## config.mk

```make
export PLATFORM = sky130hd
export DESIGN_NAME = fifo_traffic_gen
export DESIGN_NICKNAME = d
export VERILOG_FILES = /design/src/rtl/fifo_tg_pkg.sv /design/src/rtl/fifo_tg_datagen.sv /design/src/rtl/fifo_traffic_gen.sv
export SDC_FILE = /design/constraint.sdc
export NUM_CORES = 1
export LEC_CHECK = 0
export CELL_PAD_IN_SITES_DETAIL_PLACEMENT = 2
export CELL_PAD_IN_SITES_GLOBAL_PLACEMENT = 2
export CORE_MARGIN = 4
export CORE_UTILIZATION = 38
export DETAILED_ROUTE_END_ITERATION = 6
export DONT_BUFFER_PORTS = 1
export PLACE_DENSITY = 0.8
export SKIP_LAST_GASP = 1
export SLEW_MARGIN = 25
export SYNTH_ARGS = -nofsm -noshare
export SYNTH_HDL_FRONTEND = slang
export SYNTH_HIERARCHICAL = 1
export SYNTH_SLANG_ARGS = --single-unit
```

## constraint.sdc

```tcl
create_clock -name clk_i -period 4.51 [get_ports clk_i]
set_input_delay 1.353 -clock clk_i [delete_from_list [all_inputs] [get_ports clk_i]]
set_output_delay 1.353 -clock clk_i [all_outputs]
set_load 0.01 [all_outputs]
```

## src/rtl/fifo_tg_pkg.sv

```systemverilog
// Shared types and constants for the FIFO traffic generator: FSM states, mode bit
// positions and the Galois LFSR tap table.
package fifo_tg_pkg;

  typedef enum logic [2:0] {
    StIdle,
    StWrite,
    StRead,
    StStream,
    StFlush,
    StDone
  } tg_state_e;

  localparam int unsigned ModePatternBit = 0;  // 0: incrementing, 1: LFSR
  localparam int unsigned ModeTrafficBit = 1;  // 0: fill/drain, 1: streaming
  localparam int unsigned MinDataWidth   = 4;
  localparam int unsigned MaxDataWidth   = 32;

  // Right-shifting Galois tap masks for maximal-length sequences; bit p-1 set for tap p.
  function automatic logic [31:0] lfsr_taps(int unsigned width);
    logic [31:0] taps;
    case (width)
      4:       taps = 32'h0000_000C;
      5:       taps = 32'h0000_0014;
      6:       taps = 32'h0000_0030;
      7:       taps = 32'h0000_0060;
      8:       taps = 32'h0000_00B8;
      9:       taps = 32'h0000_0110;
      10:      taps = 32'h0000_0240;
      11:      taps = 32'h0000_0500;
      12:      taps = 32'h0000_0829;
      13:      taps = 32'h0000_100D;
      14:      taps = 32'h0000_2015;
      15:      taps = 32'h0000_6000;
      16:      taps = 32'h0000_B400;
      17:      taps = 32'h0001_2000;
      18:      taps = 32'h0002_0400;
      19:      taps = 32'h0004_0023;
      20:      taps = 32'h0009_0000;
      21:      taps = 32'h0014_0000;
      22:      taps = 32'h0030_0000;
      23:      taps = 32'h0042_0000;
      24:      taps = 32'h00E1_0000;
      25:      taps = 32'h0120_0000;
      26:      taps = 32'h0200_0023;
      27:      taps = 32'h0400_0013;
      28:      taps = 32'h0900_0000;
      29:      taps = 32'h1400_0000;
      30:      taps = 32'h2000_0029;
      31:      taps = 32'h4800_0000;
      32:      taps = 32'h8020_0003;
      default: taps = 32'h0000_0000;
    endcase
    return taps;
  endfunction

endpackage

```

## src/rtl/fifo_tg_datagen.sv

```systemverilog
// Data pattern generator: loads a seed, then steps an incrementing counter or a
// Galois LFSR each time advance is asserted.
module fifo_tg_datagen
  import fifo_tg_pkg::*;
#(
  parameter int unsigned DATA_WIDTH = 16
) (
  input  logic                  clk_i,
  input  logic                  rst_i,
  input  logic                  load_i,
  input  logic                  lfsr_i,
  input  logic [DATA_WIDTH-1:0] seed_i,
  input  logic                  adv_i,
  output logic [DATA_WIDTH-1:0] value_o
);

  localparam logic [31:0]           TapsFull = lfsr_taps(DATA_WIDTH);
  localparam logic [DATA_WIDTH-1:0] Taps     = TapsFull[DATA_WIDTH-1:0];

  logic [DATA_WIDTH-1:0] value_q, value_d;
  logic                  lfsr_q, lfsr_d;

  always_comb begin
    value_d = value_q;
    lfsr_d  = lfsr_q;
    if (load_i) begin
      lfsr_d = lfsr_i;
      // An all-zero LFSR state never leaves zero.
      if (lfsr_i && (seed_i == '0)) begin
        value_d = DATA_WIDTH'(1);
      end else begin
        value_d = seed_i;
      end
    end else if (adv_i) begin
      if (lfsr_q) begin
        value_d = (value_q >> 1) ^ (value_q[0] ? Taps : '0);
      end else begin
        value_d = value_q + DATA_WIDTH'(1);
      end
    end
  end

  always_ff @(posedge clk_i) begin
    if (rst_i) begin
      value_q <= '0;
      lfsr_q  <= 1'b0;
    end else begin
      value_q <= value_d;
      lfsr_q  <= lfsr_d;
    end
  end

  assign value_o = value_q;

endmodule

```

## src/rtl/fifo_traffic_gen.sv

```systemverilog
// FIFO traffic generator: writes a pattern into an external FIFO, reads it back with
// one-cycle read latency and counts data mismatches.
module fifo_traffic_gen
  import fifo_tg_pkg::*;
#(
  parameter int unsigned FIFO_ENTRIES = 1024,
  parameter int unsigned DATA_WIDTH   = 16
) (
  input  logic                  clk_i,
  input  logic                  rst_i,
  input  logic                  start_i,
  input  logic [1:0]            mode_i,
  input  logic [15:0]           length_i,
  input  logic [DATA_WIDTH-1:0] seed_i,
  output logic                  wr_o,
  output logic [DATA_WIDTH-1:0] data_in_o,
  output logic                  rd_o,
  output logic                  oe_o,
  input  logic                  fifo_full_i,
  input  logic                  fifo_empty_i,
  input  logic [DATA_WIDTH-1:0] data_out_i,
  output logic                  busy_o,
  output logic                  done_o,
  output logic                  pass_o,
  output logic [15:0]           err_cnt_o
);

  if (DATA_WIDTH < MinDataWidth || DATA_WIDTH > MaxDataWidth || FIFO_ENTRIES == 0)
  begin : g_param_check
    $error("fifo_traffic_gen: unsupported DATA_WIDTH or FIFO_ENTRIES");
  end

  tg_state_e state_q, state_d;

  logic [15:0] len_q, len_d;
  logic [15:0] wr_cnt_q, wr_cnt_d;
  logic [15:0] rd_cnt_q, rd_cnt_d;
  logic [15:0] err_cnt_q, err_cnt_d;
  logic        cmp_pend_q;
  logic        pass_q, pass_d;
  logic        done_q, done_d;

  logic                  start_acc;
  logic                  writes_rem;
  logic                  reads_rem;
  logic [DATA_WIDTH-1:0] exp_data;

  assign start_acc  = start_i && (state_q == StIdle);
  assign writes_rem = (wr_cnt_q != len_q);
  assign reads_rem  = (rd_cnt_q != len_q);

  assign wr_o = ((state_q == StWrite) || (state_q == StStream)) && writes_rem && !fifo_full_i;
  assign rd_o = ((state_q == StRead) || (state_q == StStream)) && reads_rem && !fifo_empty_i;

  assign oe_o      = (state_q == StRead) || (state_q == StStream) || (state_q == StFlush);
  assign busy_o    = (state_q != StIdle);
  assign done_o    = done_q;
  assign pass_o    = pass_q;
  assign err_cnt_o = err_cnt_q;

  fifo_tg_datagen #(
    .DATA_WIDTH (DATA_WIDTH)
  ) u_wr_gen (
    .clk_i   (clk_i),
    .rst_i   (rst_i),
    .load_i  (start_acc),
    .lfsr_i  (mode_i[ModePatternBit]),
    .seed_i  (seed_i),
    .adv_i   (wr_o),
    .value_o (data_in_o)
  );

  // Check-side generator advances once per compare, one cycle behind each read.
  fifo_tg_datagen #(
    .DATA_WIDTH (DATA_WIDTH)
  ) u_rd_gen (
    .clk_i   (clk_i),
    .rst_i   (rst_i),
    .load_i  (start_acc),
    .lfsr_i  (mode_i[ModePatternBit]),
    .seed_i  (seed_i),
    .adv_i   (cmp_pend_q),
    .value_o (exp_data)
  );

  always_comb begin
    state_d   = state_q;
    len_d     = len_q;
    wr_cnt_d  = wr_cnt_q + {15'b0, wr_o};
    rd_cnt_d  = rd_cnt_q + {15'b0, rd_o};
    err_cnt_d = err_cnt_q;
    pass_d    = pass_q;
    done_d    = 1'b0;

    if (cmp_pend_q && (data_out_i != exp_data) && (err_cnt_q != 16'hFFFF)) begin
      err_cnt_d = err_cnt_q + 16'd1;
    end

    unique case (state_q)
      StIdle: begin
        if (start_i) begin
          len_d     = length_i;
          wr_cnt_d  = '0;
          rd_cnt_d  = '0;
          err_cnt_d = '0;
          pass_d    = 1'b0;
          if (length_i == '0) begin
            state_d = StDone;
          end else if (mode_i[ModeTrafficBit]) begin
            state_d = StStream;
          end else begin
            state_d = StWrite;
          end
        end
      end
      StWrite: begin
        if (fifo_full_i || (wr_cnt_d == len_q)) begin
          state_d = StRead;
        end
      end
      StRead: begin
        if (rd_cnt_d == len_q) begin
          state_d = StFlush;
        end else if (fifo_empty_i && writes_rem) begin
          state_d = StWrite;
        end
      end
      StStream: begin
        if (rd_cnt_d == len_q) begin
          state_d = StFlush;
        end
      end
      StFlush: begin
        state_d = StDone;
      end
      StDone: begin
        // The final compare has retired in FLUSH, so err_cnt_q is settled here.
        done_d  = 1'b1;
        pass_d  = (err_cnt_q == '0);
        state_d = StIdle;
      end
      default: begin
        state_d = StIdle;
      end
    endcase
  end

  always_ff @(posedge clk_i) begin
    if (rst_i) begin
      state_q    <= StIdle;
      len_q      <= '0;
      wr_cnt_q   <= '0;
      rd_cnt_q   <= '0;
      err_cnt_q  <= '0;
      cmp_pend_q <= 1'b0;
      pass_q     <= 1'b0;
      done_q     <= 1'b0;
    end else begin
      state_q    <= state_d;
      len_q      <= len_d;
      wr_cnt_q   <= wr_cnt_d;
      rd_cnt_q   <= rd_cnt_d;
      err_cnt_q  <= err_cnt_d;
      cmp_pend_q <= rd_o;
      pass_q     <= pass_d;
      done_q     <= done_d;
    end
  end

endmodule

```

[Word level (Yosys, flattened, before mapping)]
Cells that the tools add are included.
Operators by class
  $add $sub $neg: 5
  equality and inequality tests: 15
  multiplexer cells: 27
  bitwise operators: 2
  reduce and logical (&&, ||, !) cells: 26
Operator list (number)
  $mux 16: 16
  $add 16x1->16 const B: 3
  $logic_not 16->1: 3
  $ne 16x16->1: 3
  $add 16x1->16: 2
  $eq 16x16->1: 2
  $xor 15x16->16: 2
  $mux 3: 6
  $ne 16x16->1 const B: 1
  $pmux 3 s5: 1
  $logic_and 1x1->1: 9
  $eq 3x2->1 const B: 2
  $eq 3x3->1 const B: 2
  $reduce_bool 2->1: 3
  $logic_or 1x1->1: 4
  $ne 2x1->1 const B: 2
  $reduce_and 2->1: 2
  $reduce_and 4->1: 1
  $eq 3x1->1 const B: 1
  $logic_not 3->1: 1
  $ne 3x1->1 const B: 1
  $reduce_bool 3->1: 1
  $logic_not 1->1: 2
  $mux 1: 2
  3 further kinds: 3
Word-level totals
  register bits after elaboration: 103
  bits of input ports: 55
  word-level logic and storage cells: 86

[Longest topological paths before layout]
  depth in word-level cells: 9
  mapped depth: 16
  depth with buffers taken out: 14

[Hierarchy]
The synthesis kept the hierarchy.
By module, submodules not included
  fifo_traffic_gen: instances 1, cells each 553, area each 4379.2 sq um, seq. area each 1401.3 sq um
  fifo_tg_datagen: instances 2, cells each 195, area each 1432.6 sq um, seq. area each 340.3 sq um

[Worst setup path after synthesis]
No wires, ideal clock.
  path kind: input-to-reg
  start point: input port fifo_empty_i
  end point: register state_q[2]
  data arrival time: 4.134 ns
  required time: 4.431 ns
  slack: 0.297 ns
  cell stages on the path: 10
  cells stage by stage: a311oi_1 -> ha_1 -> ha_1 -> and3_4 -> nand4_4 -> xnor2_1 -> and3_4 -> or4_4 -> or4_1 -> a211oi_2
Between the ends
  cells in the longest elaborated chain, start to end: 6
RTL lines
  start: declaration: line fifo_traffic_gen.sv:20  | input logic fifo_empty_i,
  $logic_not 1->1: line fifo_traffic_gen.sv:53  | assign rd_o = ((state_q == StRead) || (state_q == StStream)) && reads_rem && !fifo_empty_i;
  $logic_and 1x1->1: line fifo_traffic_gen.sv:53
  $add 16x1->16: line fifo_traffic_gen.sv:90  | rd_cnt_d = rd_cnt_q + {15'b0, rd_o};
  $eq 16x16->1: line fifo_traffic_gen.sv:122, fifo_traffic_gen.sv:129
  $mux 3 (tied with other cells): line fifo_traffic_gen.sv:122  | if (rd_cnt_d == len_q) begin
  $pmux 3 s5 or $reduce_and 4->1 (tied branches)
  end signal: assignment: line fifo_traffic_gen.sv:150  | state_q <= StIdle;
  end signal: assignment: line fifo_traffic_gen.sv:159  | state_q <= state_d;
  end: declaration: line fifo_traffic_gen.sv:33  | tg_state_e state_q, state_d;
Parallel ways exist; a longest one is shown, timed or not.
A chain may end at the register's enable or synchronous reset.

[Final worst setup path]
  start point: register rd_cnt_q[7]
  end point: register state_q[2]
Between the ends
  cells in the longest elaborated chain, start to end: 7
RTL lines
  start: declaration: line fifo_traffic_gen.sv:37  | logic [15:0] rd_cnt_q, rd_cnt_d;
  start signal: assignment: line fifo_traffic_gen.sv:162  | rd_cnt_q <= rd_cnt_d;
  $ne 16x16->1: line fifo_traffic_gen.sv:50  | assign reads_rem = (rd_cnt_q != len_q);
  $logic_and 1x1->1 (2 in series): line fifo_traffic_gen.sv:53
  $add 16x1->16 (*): line fifo_traffic_gen.sv:90
  $eq 16x16->1 (*): line fifo_traffic_gen.sv:122, fifo_traffic_gen.sv:129
  $mux 3 (tied with other cells): line fifo_traffic_gen.sv:122
  $pmux 3 s5 or $reduce_and 4->1 (tied branches)
Every way passes the cells marked *; elsewhere a longest branch is shown, timed or not.

==> run_results.csv <==
group,metric,value,unit
status,status,"finished clean",
grt,antenna_found_initial,0,
place,dp_hpwl,19400,um
routing,via_per_inst,6.16,
sta,rsz0062_at_grt,"false",
power_and_ir_drop,vdd_ir_drop_max,0.000180,V
synth,ys_types,70,
clock_tree,post_cts_buffers,0,
clock_tree,cts_inserted_buffers,9,
cells_and_area,final_area,0.00761,mm2
cells_and_area,final_layout_size_suffix_gt1_share,7.22,%
power_and_ir_drop,p_int,1.82,mW
routing,routedWlPerCell,22.8,um
power_and_ir_drop,clkPwrFrac,26.0,%
floorplanning,die-width,146,um
sta,clock.fmax,241,MHz
clock_tree,htree_levels,3,
floorplanning,rows,50,
routing,antenna_left,0,
sta,hold_slack,0.517,ns
sta,setup_viol,0,
worst_setup_path,worstPathRequired,4.80,ns
clock_tree,cts_hold_buf,0,
worst_setup_path,critPathArrivalTime,4.44,ns
routing,dr.pass1.iters,4,
routing,num_vias,6987,
synth,syn_nets,1006,
clock_tree,clock_latency,0.37,ns
cells_and_area,final_nets,958,
place,gp_congestion,0.844,
worst_setup_path,end_kind,"register",
place,place_ws,0.175,ns
place,placement.cell_area,0.00731,mm2
cells_and_area,final_core_util,40.7,%
power_and_ir_drop,power.density,412,mW/mm2
cells_and_area,syn_to_final_growth,5.04,%
synth,synth_top_area_share,28.7,%
sta,fin_crit,4.14,ns
clock_tree,cts_sinks,104,
worst_setup_path,crit_family,"simple AND/OR/NAND/NOR gates",
power_and_ir_drop,pwr-share-seq,42.7,%
power_and_ir_drop,fin_total_pwr,3.13,mW
synth,netlist_instances,943,
grt,grt_use_total,23.9,%
sta,worst_pin_slew,0.812,ns
floorplanning,core_area,0.0187,mm2
grt,grt_pass1_wl,41300,um
worst_setup_path,reg2reg_slack,0.37,ns
floorplanning,initial_core_util,38.7,%
worst_setup_path,cpPeakStageDelay,0.54,ns
sta,setup-tns-final,0,ns
sta,fin_crit_sh,91.8,%
clock_tree,ctsLongestPathBuffers,2,
power_and_ir_drop,p_sw_share,41.8,%
floorplanning,fp.dieH,146,um
clock_tree,cts_root_buf,"clkbuf_16",
cells_and_area,final_cells,1134,
worst_hold_path,hold_path_class,"reg2reg",
place,portBuffers,0,
clock_tree,ctsResizeCount,0,
synth,ys_ff_latch,104,
grt,overflow,0,
worst_setup_path,critPathMaxFanout,7,
power_and_ir_drop,p_sw,1.31,mW
routing,remaining_drc_errors,0,
grt,grt_pass1_vias,7338,
worst_setup_path,cp_num_buf_inv,0,
synth,ys_seq_area_share,28.7,%
synth,synth_edf_count,0,
worst_setup_path,startpoint_type,"register",
sta,skew,0.0184,ns
flow_run,maxCapViolCount,0,
clock_tree,clk_pin_slew_worst_paths,0.08,ns
power_and_ir_drop,combPwrFrac,31.2,%
synth,synthArstFlopShare,0,%
grt,grt_max_degree,60,
routing,first_iter_violations,429,
sta,fin_ws,0.368,ns
clock_tree,cts_tree,"yes",
sta,finalHoldViolCount,0,
floorplanning,dieArea,0.0213,mm2
power_and_ir_drop,leakage,2.54,nW
routing,wirelength,25800,um
synth,yosysWarnings,6,
worst_setup_path,crit_chain,"xnor2_1 > nand4_1 > nor4b_1 > a311oi_1 > ha_1 > ha_1 > and3_4 > nand4_4 > xnor2_1 > and3_4 > or4_4 > or4_1 > a211oi_2",
worst_setup_path,cp_slowest_cell,"nor4b_1",
cells_and_area,diodes,0,
synth,synth_area_leaders,"dfxtp_1 (29%), xnor2_1 (7.0%), xor2_1 (6.0%), nor2_1 (5.2%), nand2_1 (4.8%)",
synth,netlist_area,0.00724,mm2
synth,synthFlopType,"dfxtp_1",
worst_setup_path,path_class,"reg2reg",
sta,final_max_slew_viol_count,0,
synth,yosysTopAreaCell,"dfxtp_1",
place,place_inst,1118,
synth,avgSynthCellArea,7.68,um2
floorplanning,ios,93,
sta,maxSlewHeadroom,45.4,%
cell families (layout without fill, tap and decap cells):
family,Yosys count,in the layout,synth area share (%)
adders and majority gates,8,8,1.38
AOI/OAI and AO/OA,198,198,19.1
buffers and inverters,109,66,6.49
muxes,8,8,1.17
DFF,104,104,28.7
xor gates and xnor gates,108,108,13.1
and+or+nand+nor,408,408,30.0
worst register-to-register path, stage by stage, from the launching register on:
cell and delay [ns]:
dfxtp_1 0.39, xnor2_1 0.35, nand4_1 0.15, nor4b_1 0.54, a311oi_1 0.27, ha_1 0.33
ha_1 0.27, and3_4 0.23, nand4_4 0.12, xnor2_1 0.10, and3_4 0.19, or4_4 0.52
or4_1 0.43, a211oi_2 0.18
registers in the layout (all words and copies together), names as in the netlist, 3 cells and up:
signal and flops:
err_cnt_o 16, len_q 16, rd_cnt_q 16, u_rd_gen/value_o 16
u_wr_gen/value_o 16, wr_cnt_q 16, state_q 3
power by group through the flow:
stage	combinational (mW)	sequential, mW	clock (mW)
2_1_floorplan	0.868	1.16	0
3_3_place_gp	0.932	1.36	0
3_5_place_dp	0.967	1.36	0
4_1_cts	0.976	1.34	0.842
5_1_grt	1.08	1.37	0.888
6_report	0.979	1.34	0.815
cells in the mapped netlist, types with 5 or more instances:
cell	count
nand3_1	28
o41ai_1	5
o21a_1	6
or3_1	12
o311ai_0	6
o211ai_1	13
buf_2	12
buf_4	7
a21oi_1	47
o21bai_1	5
nor4_1	30
a21o_1	6
o31ai_1	10
nor2_1	101
and4_1	8
buf_1	5
a31oi_1	6
and2_1	7
xnor2_1	58
dfxtp_1	104
nor3_1	35
nor2b_1	11
o21ai_0	27
inv_1	36
and3_1	9
nand2_1	93
a31o_2	6
a311oi_1	15
a211oi_1	14
nand4_1	28
ha_1	8
a221oi_1	12
xor2_1	50
nor4b_1	7
clkbuf_1	42
layout by cell type (no fill, tap or decap), drive strengths merged, types with 13 or more instances in the layout:
cell,synthesis,final
dfxtp,104,104
and3,14,14
xor2,50,50
buf,26,13
nor3,36,36
nand3,30,30
inv,36,41
nand4,31,31
nor4,30,30
o21ai,27,27
nand2,93,93
o211ai,13,13
or3,13,13
a21oi,47,47
nor2,101,101
xnor2,58,58
a211oi,15,15
a311oi,15,15
layout make-up:
type	instances	area, um2
Fill cell	2178	11100
Multi-Input combinational cell	730	4700
Clock buffer	9	225
Clock inverter	7	72.6
Tap cell	234	293
Inverter	37	139
Sequential cell	104	2080
Timing Repair Buffer	13	97.6
path summary, 6_finish.rpt:
path | from | endpoint | depth (start not counted)
hold / removal | len_q[15] | len_q[15] | 2
setup reg to reg | rd_cnt_q[7] | state_q[2] | 13
setup / recovery | rd_cnt_q[7] | state_q[2] | 13
hold reg to reg | len_q[15] | len_q[15] | 2
per-layer routing:
metal | vias to the layer above | share of wire [%] | global-route usage (%)
met5 | - | 0 | 0
met3 | 25 | 5.0 | 5.74
met1 | 3492 | 47 | 32.6
met4 | 0 | 1.4 | 5.36
met2 | 141 | 46 | 38.5
li1 | 3329 | - | -
Note: power is estimated with default switching activity, not from simulation.
